<file path="src/rtl/page_multi_leaf_if_pkg.sv">
// Shared types and constants for the multi-channel page leaf interface.
// The package name is referenced as page_if_pkg throughout the slice.
package page_if_pkg;

   localparam int PKT_W_DEF = 49;

   // Packet = {valid_flag, payload}; the page only ever sees the payload.
   function automatic int payload_w(input int pkt_w);
      return pkt_w - 1;
   endfunction

   typedef enum logic {
      WAIT_START = 1'b0,
      RUN        = 1'b1
   } chan_state_e;

endpackage

</file>
<file path="src/rtl/page_multi_leaf_if_if.sv">
// Bundle of the BFT-side and page-side signals for all NCH leaf channels.
// Channel c occupies slice [c*W +: W] of every multi-bit vector.
interface page_leaf_if
   import page_if_pkg::*;
#(
   parameter int NCH   = 2,
   parameter int PKT_W = PKT_W_DEF
);

   localparam int PW = payload_w(PKT_W);

   logic [NCH*PKT_W-1:0] din_leaf_bft2interface;
   logic [NCH*PKT_W-1:0] dout_leaf_interface2bft;
   logic [NCH-1:0]       resend;
   logic [NCH-1:0]       ap_start;
   // Handshakes: a beat transfers on a cycle where valid && ready; the
   // producer holds data stable while valid && !ready, ready may be comb.
   logic [NCH*PW-1:0]    in_data;
   logic [NCH-1:0]       in_valid;
   logic [NCH-1:0]       in_ready;
   logic [NCH*PW-1:0]    out_data;
   logic [NCH-1:0]       out_valid;
   logic [NCH-1:0]       out_ready;
   logic [NCH-1:0]       running;
   logic [NCH-1:0]       ovf;

   modport slave (
      input  din_leaf_bft2interface, resend, ap_start, in_ready, out_data, out_valid,
      output dout_leaf_interface2bft, in_data, in_valid, out_ready, running, ovf
   );

   modport master (
      output din_leaf_bft2interface, resend, ap_start, in_ready, out_data, out_valid,
      input  dout_leaf_interface2bft, in_data, in_valid, out_ready, running, ovf
   );

endinterface

</file>
<file path="src/rtl/page_multi_leaf_if_leaf_chan_if.sv">
// One leaf channel: start FSM, FWFT ingress FIFO with sticky overflow,
// and a registered egress path that can replay the last outbound packet.
module leaf_chan_if
   import page_if_pkg::*;
#(
   parameter int PKT_W = PKT_W_DEF,
   parameter int DEPTH = 16
) (
   input  logic             clk,
   input  logic             reset,
   input  logic [PKT_W-1:0] din,
   output logic [PKT_W-1:0] dout,
   input  logic             resend,
   input  logic             ap_start,
   output logic [PKT_W-2:0] in_data,
   output logic             in_valid,
   input  logic             in_ready,
   input  logic [PKT_W-2:0] out_data,
   input  logic             out_valid,
   output logic             out_ready,
   output logic             running,
   output logic             ovf
);

   localparam int AW = $clog2(DEPTH);

   chan_state_e state, state_nxt;

   logic [PKT_W-2:0] mem [DEPTH];
   logic [AW-1:0]    wr_ptr, rd_ptr;
   logic [AW:0]      count;
   logic             full, empty, push_req, push, pop;

   logic [PKT_W-2:0] last_pkt;
   logic             has_sent;
   logic             accept, replay;

   always_ff @(posedge clk) begin
      if (reset) state <= WAIT_START;
      else       state <= state_nxt;
   end

   always_comb begin
      state_nxt = state;
      if (state == WAIT_START && ap_start) state_nxt = RUN;
   end

   always_comb begin
      running   = (state == RUN);
      in_valid  = running && !empty;
      out_ready = running && !resend;
   end

   assign full     = (count == (AW+1)'(DEPTH));
   assign empty    = (count == '0);
   assign push_req = din[PKT_W-1];
   assign pop      = in_valid && in_ready;
   // A full FIFO still takes a packet when a slot frees in the same cycle.
   assign push     = push_req && (!full || pop);
   assign in_data  = mem[rd_ptr];

   always_ff @(posedge clk) begin
      if (reset) begin
         wr_ptr <= '0;
         rd_ptr <= '0;
         count  <= '0;
         ovf    <= 1'b0;
      end else begin
         if (push) wr_ptr <= wr_ptr + AW'(1);
         if (pop)  rd_ptr <= rd_ptr + AW'(1);
         case ({push, pop})
            2'b10:   count <= count + (AW+1)'(1);
            2'b01:   count <= count - (AW+1)'(1);
            default: count <= count;
         endcase
         if (push_req && !push) ovf <= 1'b1;
      end
   end

   always_ff @(posedge clk) begin
      if (push) mem[wr_ptr] <= din[PKT_W-2:0];
   end

   // out_ready drops while resend is high, so accept and replay never coincide.
   assign accept = out_valid && out_ready;
   assign replay = resend && has_sent;

   always_ff @(posedge clk) begin
      if (reset) begin
         dout     <= '0;
         last_pkt <= '0;
         has_sent <= 1'b0;
      end else if (accept) begin
         dout     <= {1'b1, out_data};
         last_pkt <= out_data;
         has_sent <= 1'b1;
      end else if (replay) begin
         dout     <= {1'b1, last_pkt};
      end else begin
         dout     <= '0;
      end
   end

endmodule

</file>
<file path="src/rtl/page_multi_leaf_if.sv">
// N-channel leaf interface for a reconfigurable page: one independent
// leaf_chan_if per BFT leaf link, sliced out of the shared bus vectors.
module page_multi_leaf_if
   import page_if_pkg::*;
#(
   parameter int NCH   = 2,
   parameter int PKT_W = PKT_W_DEF,
   parameter int DEPTH = 16
) (
   input logic       clk,
   input logic       reset,
   page_leaf_if.slave bus
);

   localparam int PW = payload_w(PKT_W);

   logic [PKT_W-1:0] dout_c      [NCH];
   logic [PW-1:0]    in_data_c   [NCH];
   logic             in_valid_c  [NCH];
   logic             out_ready_c [NCH];
   logic             running_c   [NCH];
   logic             ovf_c       [NCH];

   for (genvar c = 0; c < NCH; c++) begin : g_chan
      leaf_chan_if #(
         .PKT_W (PKT_W),
         .DEPTH (DEPTH)
      ) u_chan (
         .clk       (clk),
         .reset     (reset),
         .din       (bus.din_leaf_bft2interface[c*PKT_W +: PKT_W]),
         .dout      (dout_c[c]),
         .resend    (bus.resend[c]),
         .ap_start  (bus.ap_start[c]),
         .in_data   (in_data_c[c]),
         .in_valid  (in_valid_c[c]),
         .in_ready  (bus.in_ready[c]),
         .out_data  (bus.out_data[c*PW +: PW]),
         .out_valid (bus.out_valid[c]),
         .out_ready (out_ready_c[c]),
         .running   (running_c[c]),
         .ovf       (ovf_c[c])
      );
   end

   // Pack per-channel results so each bus vector has a single driver.
   always_comb begin
      bus.dout_leaf_interface2bft = '0;
      bus.in_data                 = '0;
      bus.in_valid                = '0;
      bus.out_ready               = '0;
      bus.running                 = '0;
      bus.ovf                     = '0;
      for (int c = 0; c < NCH; c++) begin
         bus.dout_leaf_interface2bft[c*PKT_W +: PKT_W] = dout_c[c];
         bus.in_data[c*PW +: PW]                       = in_data_c[c];
         bus.in_valid[c]                               = in_valid_c[c];
         bus.out_ready[c]                              = out_ready_c[c];
         bus.running[c]                                = running_c[c];
         bus.ovf[c]                                    = ovf_c[c];
      end
   end

endmodule

</file>
<file path="src/flat_wrapper.sv">
// flat-port wrapper written by rule: the top's interface ports become plain ports
module page_multi_leaf_if_flat import page_if_pkg::*;
#(
   parameter int NCH   = 2,
   parameter int PKT_W = PKT_W_DEF,
   parameter int DEPTH = 16
)
  (clk, reset, bus_din_leaf_bft2interface, bus_resend, bus_ap_start, bus_in_ready, bus_out_data, bus_out_valid, bus_dout_leaf_interface2bft, bus_in_data, bus_in_valid, bus_out_ready, bus_running, bus_ovf);
  page_leaf_if #(.NCH(NCH), .PKT_W(PKT_W)) bus_i ();
  input logic clk;
  input logic reset;
  input wire logic [$bits(bus_i.din_leaf_bft2interface)-1:0] bus_din_leaf_bft2interface;
  input wire logic [$bits(bus_i.resend)-1:0] bus_resend;
  input wire logic [$bits(bus_i.ap_start)-1:0] bus_ap_start;
  input wire logic [$bits(bus_i.in_ready)-1:0] bus_in_ready;
  input wire logic [$bits(bus_i.out_data)-1:0] bus_out_data;
  input wire logic [$bits(bus_i.out_valid)-1:0] bus_out_valid;
  output wire logic [$bits(bus_i.dout_leaf_interface2bft)-1:0] bus_dout_leaf_interface2bft;
  output wire logic [$bits(bus_i.in_data)-1:0] bus_in_data;
  output wire logic [$bits(bus_i.in_valid)-1:0] bus_in_valid;
  output wire logic [$bits(bus_i.out_ready)-1:0] bus_out_ready;
  output wire logic [$bits(bus_i.running)-1:0] bus_running;
  output wire logic [$bits(bus_i.ovf)-1:0] bus_ovf;
  assign bus_i.din_leaf_bft2interface = bus_din_leaf_bft2interface;
  assign bus_i.resend = bus_resend;
  assign bus_i.ap_start = bus_ap_start;
  assign bus_i.in_ready = bus_in_ready;
  assign bus_i.out_data = bus_out_data;
  assign bus_i.out_valid = bus_out_valid;
  assign bus_dout_leaf_interface2bft = bus_i.dout_leaf_interface2bft;
  assign bus_in_data = bus_i.in_data;
  assign bus_in_valid = bus_i.in_valid;
  assign bus_out_ready = bus_i.out_ready;
  assign bus_running = bus_i.running;
  assign bus_ovf = bus_i.ovf;
  page_multi_leaf_if #(.NCH(NCH), .PKT_W(PKT_W), .DEPTH(DEPTH)) u_core (.clk(clk), .reset(reset), .bus(bus_i));
endmodule
</file>
<file path="config.mk">
export PLATFORM = sky130hd
export DESIGN_NAME = page_multi_leaf_if_flat
export DESIGN_NICKNAME = d
export VERILOG_FILES = /design/src/rtl/page_multi_leaf_if_pkg.sv /design/src/rtl/page_multi_leaf_if_if.sv /design/src/rtl/page_multi_leaf_if_leaf_chan_if.sv /design/src/rtl/page_multi_leaf_if.sv /design/src/flat_wrapper.sv
export SDC_FILE = /design/constraint.sdc
export NUM_CORES = 1
export LEC_CHECK = 0
export CORE_UTILIZATION = 45
export CTS_BUF_LIST = sky130_fd_sc_hd__clkbuf_4
export DETAILED_ROUTE_END_ITERATION = 8
export DONT_BUFFER_PORTS = 1
export PLACE_DENSITY_LB_ADDON = 0.12
export SYNTH_ARGS = -nofsm -noshare
export SYNTH_HDL_FRONTEND = slang
export SYNTH_SLANG_ARGS = --single-unit
</file>
<file path="constraint.sdc">
create_clock -name clk -period 5.5 [get_ports clk]
set_input_delay 0.55 -clock clk [delete_from_list [all_inputs] [get_ports clk]]
set_output_delay 0.55 -clock clk [all_outputs]
set_load 0.05 [all_outputs]
</file>
==> results of run 1 <==
## stage by stage
stage	power (mW)	utilization, %	setup WS, ns	area (um2)	hold WS (ns)
6_report	28.03	53.31	0.9668	76960	0.1820
5_1_grt	29.22	53.30	0.5117	76940	0.04152
4_1_cts	28.40	53.28	0.6537	76910	0.00005373
3_3_place_gp	17.40	47.26	1.807	68220	0.4353
3_5_place_dp	17.45	47.26	1.785	68220	0.4414
2_1_floorplan	17.02	-	0.5240	65740	0.4317
## how the worst max path moves through the flow
stage	from	endpoint	depth (start not counted)
2_1_floorplan	bus_in_ready[1]	u_core.g_chan[1].u_chan.mem[2][0]	4
3_3_place_gp	u_core.g_chan[0].u_chan.running	u_core.g_chan[0].u_chan.mem[14][16]	5
3_5_place_dp	u_core.g_chan[0].u_chan.running	u_core.g_chan[0].u_chan.mem[14][16]	5
4_1_cts	flop	bus_in_data[8]	4
5_1_grt	flop	bus_in_data[63]	4
6_report	flop	bus_in_data[8]	4
## routing by layer
layer,track usage [%],wire [um]
met2,37.70,83530
met5,0,134
met1,25.64,62040
met3,5.707,9779
met4,8.927,4658
## where the power goes
group / internal (mW) / switching [mW]
Combinational: 0.920 / 1.53
Sequential: 14.8 / 0.188
Clock: 5.47 / 5.11
## registers in the layout, indices dropped and copies added (netlist names), 8 cells and up, named ones only
register and flops:
u_core.g_chan.u_chan.dout 98, u_core.g_chan.u_chan.count 10, u_core.g_chan.u_chan.mem 1536, u_core.g_chan.u_chan.wr_ptr 8, u_core.g_chan.u_chan.rd_ptr 8, u_core.g_chan.u_chan.last_pkt 96
## synthesized netlist by cell type (all sizes together), types with 4 or more instances
cell    number  share of area (%)
dfxtp      234                7.1
ha          16               0.30
inv         13              0.074
a211oi       4              0.046
mux2i        6              0.091
edfxtp    1536                 70
nor2        60               0.34
and2         6              0.057
buf        106               0.96
nand2b       4              0.038
a22oi      192                2.2
xnor2        8               0.11
a21boi       8              0.091
o21ai        4              0.030
nor2b       10              0.095
nand2      398                2.3
clkbuf      95               0.54
nor3        14               0.11
a21o         6              0.069
nand3       12              0.091
mux4       384                 13
a21oi      200                1.5
xor2         6              0.080
or4          4              0.046
## final cells by class
type | count | area, um2 | share of cell area [%]
repair buffers | 410 | 4026 | 5.232
inverters | 13 | 48.80 | 0.06341
diodes | 20 | 50.05 | 0.06503
multi-input cells | 1372 | 14180 | 18.43
flip-flops and latches | 1770 | 50820 | 66.04
clock inverters | 140 | 643.1 | 0.8357
clock buffers | 640 | 4805 | 6.243
well taps | 1903 | 2381 | 3.094
## cells by family after synthesis
logic type | after synthesis
flip-flops | 1770
buffers and inverters | 214
AO/OA/AOI/OAI | 432
AND/OR/NAND/NOR | 516
XOR/XNOR | 14
adder cells (fa/ha/maj) | 18
multiplexers | 392
## timing repair
action	in CTS	in global routing
hold endpoints to repair	1821	0
hold buffers	322	0
gates resized for setup	0	0
setup endpoints to repair	0	0
## critical path: stages, from the launching register on
cell and delay, ns:
dfxtp_4 0.88, buf_4 0.52, mux4_2 0.55, a22oi_1 0.35
nand2_1 0.42
==> reports/metrics.yaml, run 1 <==
global_routing:
  overflow: 0
  grt_pass1_vias: 37440
  grt.total_usage_pct: 21.75
  grt_first_pass_wirelength_mm: 235.2
  grt_antenna_before_repair: 21
  grt_max_degree: 228
worst_setup_path:
  worstReg2RegStart: "u_core.g_chan[0].u_chan.running"
  r2r_end: "u_core.g_chan[0].u_chan.last_pkt[3]"
  cp.required_ns: 4.95
  rrSetupSlack_ns: 1.41
  reg2reg_depth: 7
  cp-end-kind: "output pin"
  cp_data_arrival_time_ns: 3.98
  cp_max_fo: 38
  criticalPathCategory: "reg2out"
  start_kind: "flop"
clocking:
  cts_tree: "done"
  cts_buffers: 454
  cts_setup_buffers: 0
  h-tree-depth: 5
  root_buffer: "clkbuf_4"
  path_clk_slew_ns: 0.07
  clock-sinks: 1770
  clk_latency_ns: 1.30
  clock_path_buffers: 4
synth:
  synth_area_per_cell_um2: 19.59
  synthArstFlopShare_pct: 0
  synthMuxAreaShare_pct: 13.28
  yosysSeqAreaShare_pct: 77.29
  yosys_most_used_dff: "edfxtp_1"
  synth_top_family_by_area: "multiplexers"
  yosysWarnings: 0
  netlist-cell-type-count: 43
  synth_fa_ha_area_share_pct: 0.3654
  synth_compound_area_share_pct: 4.172
  netlist_area_um2: 65740
  synthSimpleGateAreaFrac_pct: 3.129
  synth-edff-count: 1536
  synth-xor-area-share_pct: 0.1865
  synthesis.nets: 3578
  syn_inst: 3356
  synth_seq_cells: 1770
finish:
  drive_gt1_share_pct: 27.55
  syn_to_final_growth_pct: 17.07
  final_common_cell: "edfxtp_1"
  fill_cells: 11490
  nNetsFinal: 4243
  mostFrequentLayoutCells: "edfxtp_1 (1536), clkbuf_4 (640), nand2_1 (397), mux4_2 (384), dlygate4sd3_1 (321)"
  final_cells: 6268
timing:
  fmax_mhz: 220.6
  setup_viol: 0
  setup_tns_ns: 0
  final.period_utilization_pct: 82.42
  fin_skew_ns: 0.08436
  relSlewSlack_pct: 18.67
  rsz0062_at_grt: "no"
  finalHoldViolCount: 0
  tightest_slew_ns: 1.217
  drv_slew: 0
  layout_min_cycle_time_ns: 4.533
die:
  row_count: 139
  placeableCoreArea_um2: 144400
  die_area_um2: 147600
  die_y_um: 384.2
  pin_count: 406
  initial_utilization_pct: 45.54
  dieWidth_um: 384.2
pwr:
  p_leak_nw: 24.48
  vdd_drop_max_v: 0.0002235
  power.density_nw_per_um2: 364.3
detailed_routing:
  dr.pass1.iters: 5
  avgViaCountPerCell: 5.541
  drc: 0
  wl_per_cell_um: 25.55
  detail-route-antenna-nets: 0
  wirelength_mm: 160.1
  vias: 34730
  first_iter_violations: 2333
job:
  max-cap-violations: 0
placed_design:
  io_buffers: 0
  gp_congestion: 0.8160
  dp_hpwl_mm: 87.41
  place_inst: 5146
run_status:
  status: "complete, no violations"
worst_hold_path:
  worstHoldEndpoint: "u_core.g_chan[1].u_chan.count[4]"
  hold_depth: 3
  hold_class: "in2reg"
  hold_start: "bus_din_leaf_bft2interface[97]"
Power figures use the tool's default switching activity.
==> run 2, diff against run 1 <==
--- a/config.mk
+++ b/config.mk
@@ -5,6 +5,7 @@
 export SDC_FILE = /design/constraint.sdc
 export NUM_CORES = 1
 export LEC_CHECK = 0
+export ABC_AREA = 1
 export CORE_UTILIZATION = 45
 export CTS_BUF_LIST = sky130_fd_sc_hd__clkbuf_4
 export DETAILED_ROUTE_END_ITERATION = 8
==> constraint.sdc (replaced) <==
create_clock -name clk -period 3.7 [get_ports clk]
set_input_delay 0.37 -clock clk [delete_from_list [all_inputs] [get_ports clk]]
set_output_delay 0.37 -clock clk [all_outputs]
set_load 0.05 [all_outputs]
==> run 2 against run 1 <==
Net effect:
- sequential power grew 47%
- final cell count grew 35%
- clock skew grew 0.048 ns
- largest power group unchanged
- synthesized cell count grew 60%
- register-to-register slack lost 1.2 ns
- non-clock buffer count grew 224
- total power grew 50%
==> reports/metrics.yaml, run 2 <==
clocking:
  cts_tree: "done"
  root_buffer: "clkbuf_4"
  path_clk_slew_ns: 0.07  # about the same
  clock_path_buffers: 4  # unchanged
  h-tree-depth: 5  # unchanged
  clk_latency_ns: 1.29  # about the same
  clock-sinks: 1770  # unchanged
  cts_buffers: 469  # +3.3%
synth:
  synth-edff-count: 1536  # unchanged
  netlist-cell-type-count: 33  # -23%
  synth_area_per_cell_um2: 12.70  # -35%
  synthArstFlopShare_pct: 0  # unchanged
  yosysTopAreaCell: "edfxtp_1"
  netlist_area_um2: 68340  # +4.0%
  syn_inst: 5381  # +60%
  synth.top_cells.by_count: "edfxtp_1 (1536), nor2_1 (1230), o21ai_0 (733)"
  yosys.cell_count.top_type: "edfxtp_1"
  synth_top_area_share_pct: 67.50  # -2.7 points
  yosysSeqAreaShare_pct: 74.35  # -2.9 points
  synthesis.nets: 5603  # +57%
  yosysWarnings: 0  # unchanged
  yosys-top-cells-area: "edfxtp_1 (67%), dfxtp_1 (6.9%), nor2_1 (6.8%), o21ai_0 (5.4%), o211ai_1 (4.2%)"
  synth_seq_cells: 1770  # unchanged
  yosys_most_used_dff: "edfxtp_1"
global_routing:
  grt_max_degree: 140  # -39%
  grt_first_pass_wirelength_mm: 281.1  # +20%
  grt_pass1_vias: 45910  # +23%
  grt_antenna_before_repair: 21  # unchanged
  grt.total_usage_pct: 24.14  # +2.4 points
  overflow: 0  # unchanged
finish:
  syn_to_final_growth_pct: 20.59
  mostFrequentLayoutCells: "edfxtp_1 (1536), nor2_1 (1198), o21ai_0 (730), clkbuf_4 (706), dlygate4sd3_1 (430)"
  nNetsFinal: 6344  # +50%
  multi_input_area_um2: 15950  # +12%
  fin_util_pct: 54.82  # +1.5 points
  fill_cells: 12680  # +10%
  final_cells: 8462  # +35%
  drive_gt1_share_pct: 16.61  # -11 points
  regMostFlops: "u_core.g_chan.u_chan.mem"
  largest_reg_flops: 1536  # unchanged
  seq_area_um2: 50840  # about the same
  final_common_cell: "edfxtp_1"
  reg.largest.list: "u_core.g_chan.u_chan.mem: 1536 flops, u_core.g_chan.u_chan.dout: 98 flops, u_core.g_chan.u_chan.last_pkt: 96 flops"
timing:
  fin_skew_ns: 0.1323  # +0.04789 ns
  setup_tns_ns: 0  # unchanged
  relSlewSlack_pct: 38.32  # +20 points
  layout_min_cycle_time_ns: 3.528
  fmax_mhz: 283.5
  tightest_slew_ns: 0.9219  # -0.2956 ns
  holdWs_ns: 0.1361  # -0.04590 ns
  final.period_utilization_pct: 95.34
  drv_slew: 0  # unchanged
  finalHoldViolCount: 0  # unchanged
  setup_viol: 0  # unchanged
worst_setup_path:
  cp_data_arrival_time_ns: 4.67  # +0.69 ns
  crit_path_cell_trace: "buf_4, inv_2, nor2_4, nand2_4, clkinv_2, nand2_1, dlygate4sd3_1, a21oi_1, dlygate4sd3_1, a21boi_0"
  worstReg2RegStart: "u_core.g_chan[1].u_chan.running"
  worst_path_max_delay_cell: "dlygate4sd3_1"
  criticalPathCategory: "reg2reg"
  cp_max_fo: 49  # +29%
  rrSetupSlack_ns: 0.17  # -1.24 ns
  r2r_end: "u_core.g_chan[1].u_chan.dout[21]"
  cp.required_ns: 4.84  # -0.11 ns
  worst_path_largest_cell_delay_ns: 0.61  # -0.27 ns
  reg2reg_depth: 10  # +3
  start_kind: "flop"
  cp_common_cell: "dlygate4sd3_1"
  cp-end-kind: "flop"
pwr:
  vdd_drop_max_v: 0.0003124  # +40%
  power.density_nw_per_um2: 510.4  # +40%
  power_mw: 42.06  # +50%
  p_leak_nw: 27.05  # +10%
detailed_routing:
  dr.pass1.iters: 8  # +3
  wl_per_cell_um: 22.62  # -11%
  drc: 0  # unchanged
  detail-route-antenna-nets: 0  # unchanged
  wirelength_mm: 191.4  # +20%
  avgViaCountPerCell: 5.476  # -1.2%
  vias: 46340  # +33%
  first_iter_violations: 3577  # +53%
worst_hold_path:
  hold_start: "bus_din_leaf_bft2interface[94]"
  hold_class: "in2reg"
  hold_depth: 1  # -2
  worstHoldEndpoint: "u_core.g_chan[1].u_chan.mem[0][45]"
die:
  die_y_um: 391.7  # +1.9%
  dieWidth_um: 391.7  # +1.9%
  die_area_um2: 153400  # +3.9%
  pin_count: 406  # unchanged
  placeableCoreArea_um2: 150300  # +4.1%
  initial_utilization_pct: 45.46  # -0.075 points
  row_count: 142  # +2.2%
job:
  max-cap-violations: 0  # unchanged
placed_design:
  gp_congestion: 0.7777  # -4.7%
  place_inst: 7189  # +40%
  dp_hpwl_mm: 95.55  # +9.3%
  io_buffers: 0  # unchanged
run_status:
  status: "complete, no violations"
-- run 2: worst max-delay path by stage --
stage / start / to / slack, ns
2_1_floorplan: u_core.g_chan[0].u_chan.count[4] / u_core.g_chan[0].u_chan.mem[0][0] / 0.08
3_3_place_gp: flop / bus_in_data[66] / 0.79
3_5_place_dp: u_core.g_chan[1].u_chan.count[1] / u_core.g_chan[1].u_chan.mem[13][39] / 0.78
4_1_cts: flop / bus_in_data[43] / -0.0004
5_1_grt: flop / bus_in_data[23] / -0.009
6_report: u_core.g_chan[1].u_chan.running / u_core.g_chan[1].u_chan.dout[21] / 0.17
-- run 2: where the power goes --
part           internal (mW)  switching, mW
Combinational           1.03           2.46
Clock                   8.79           7.71
Sequential              22.0          0.104
Total                   31.8           10.3
-- run 2: cell type report --
cell class / instances / area share (%)
antenna: 12 / 0.03644
clock buffer: 706 / 6.432
clock inverter: 77 / 0.4707
inverter: 45 / 0.2900
multi-input combinational: 3196 / 19.36
sequential: 1770 / 61.69
tap: 2016 / 3.061
timing repair buffer: 634 / 8.559
timing repair inverter: 6 / 0.1002
-- run 2: metrics by stage --
stage          cell area, um2  worst slack (ns)
2_1_floorplan           68340           0.08161
3_3_place_gp            71350            0.7854
3_5_place_dp            71350            0.7757
4_1_cts                 82090        -0.0003944
5_1_grt                 82400         -0.009084
6_report                82410            0.1723
-- run 2: critical path, delay by kind of cell, from the launching register on --
kind / cells / cell delay [ns]
compound gates: 2 / 0.55
flops: 1 / 0.35
buf+inv: 5 / 2.03
simple gates: 3 / 0.51
-- run 2: what timing repair did --
item | in CTS | in global routing
pin swaps | 4 | 7
cloned | 9 | 8
endpoints found under the setup margin | 96 | 64
hold endpoints to repair | 1896 | 0
setup buffers | 24 | 7
hold buffers | 431 | 0
gates resized for setup | 63 | 34
-- run 2: logic make-up (layout without fill, tap and decap cells) --
logic type	Yosys count	after routing	share of synthesized area, %
flops	1770	1770	74.35
simple gates	1685	1685	9.535
compound gates	1485	1485	12.75
buf+inv	415	1468	2.906
fa+ha+maj	18	18	0.3515
xor+xnor	8	8	0.1025
other cells	0	12	0
-- run 2: layer usage --
layer,share of wire (%),GRT usage [%]
met1,43,32.10
met2,48,38.75
met3,6.7,5.010
met4,2.7,9.609
met5,0.059,0
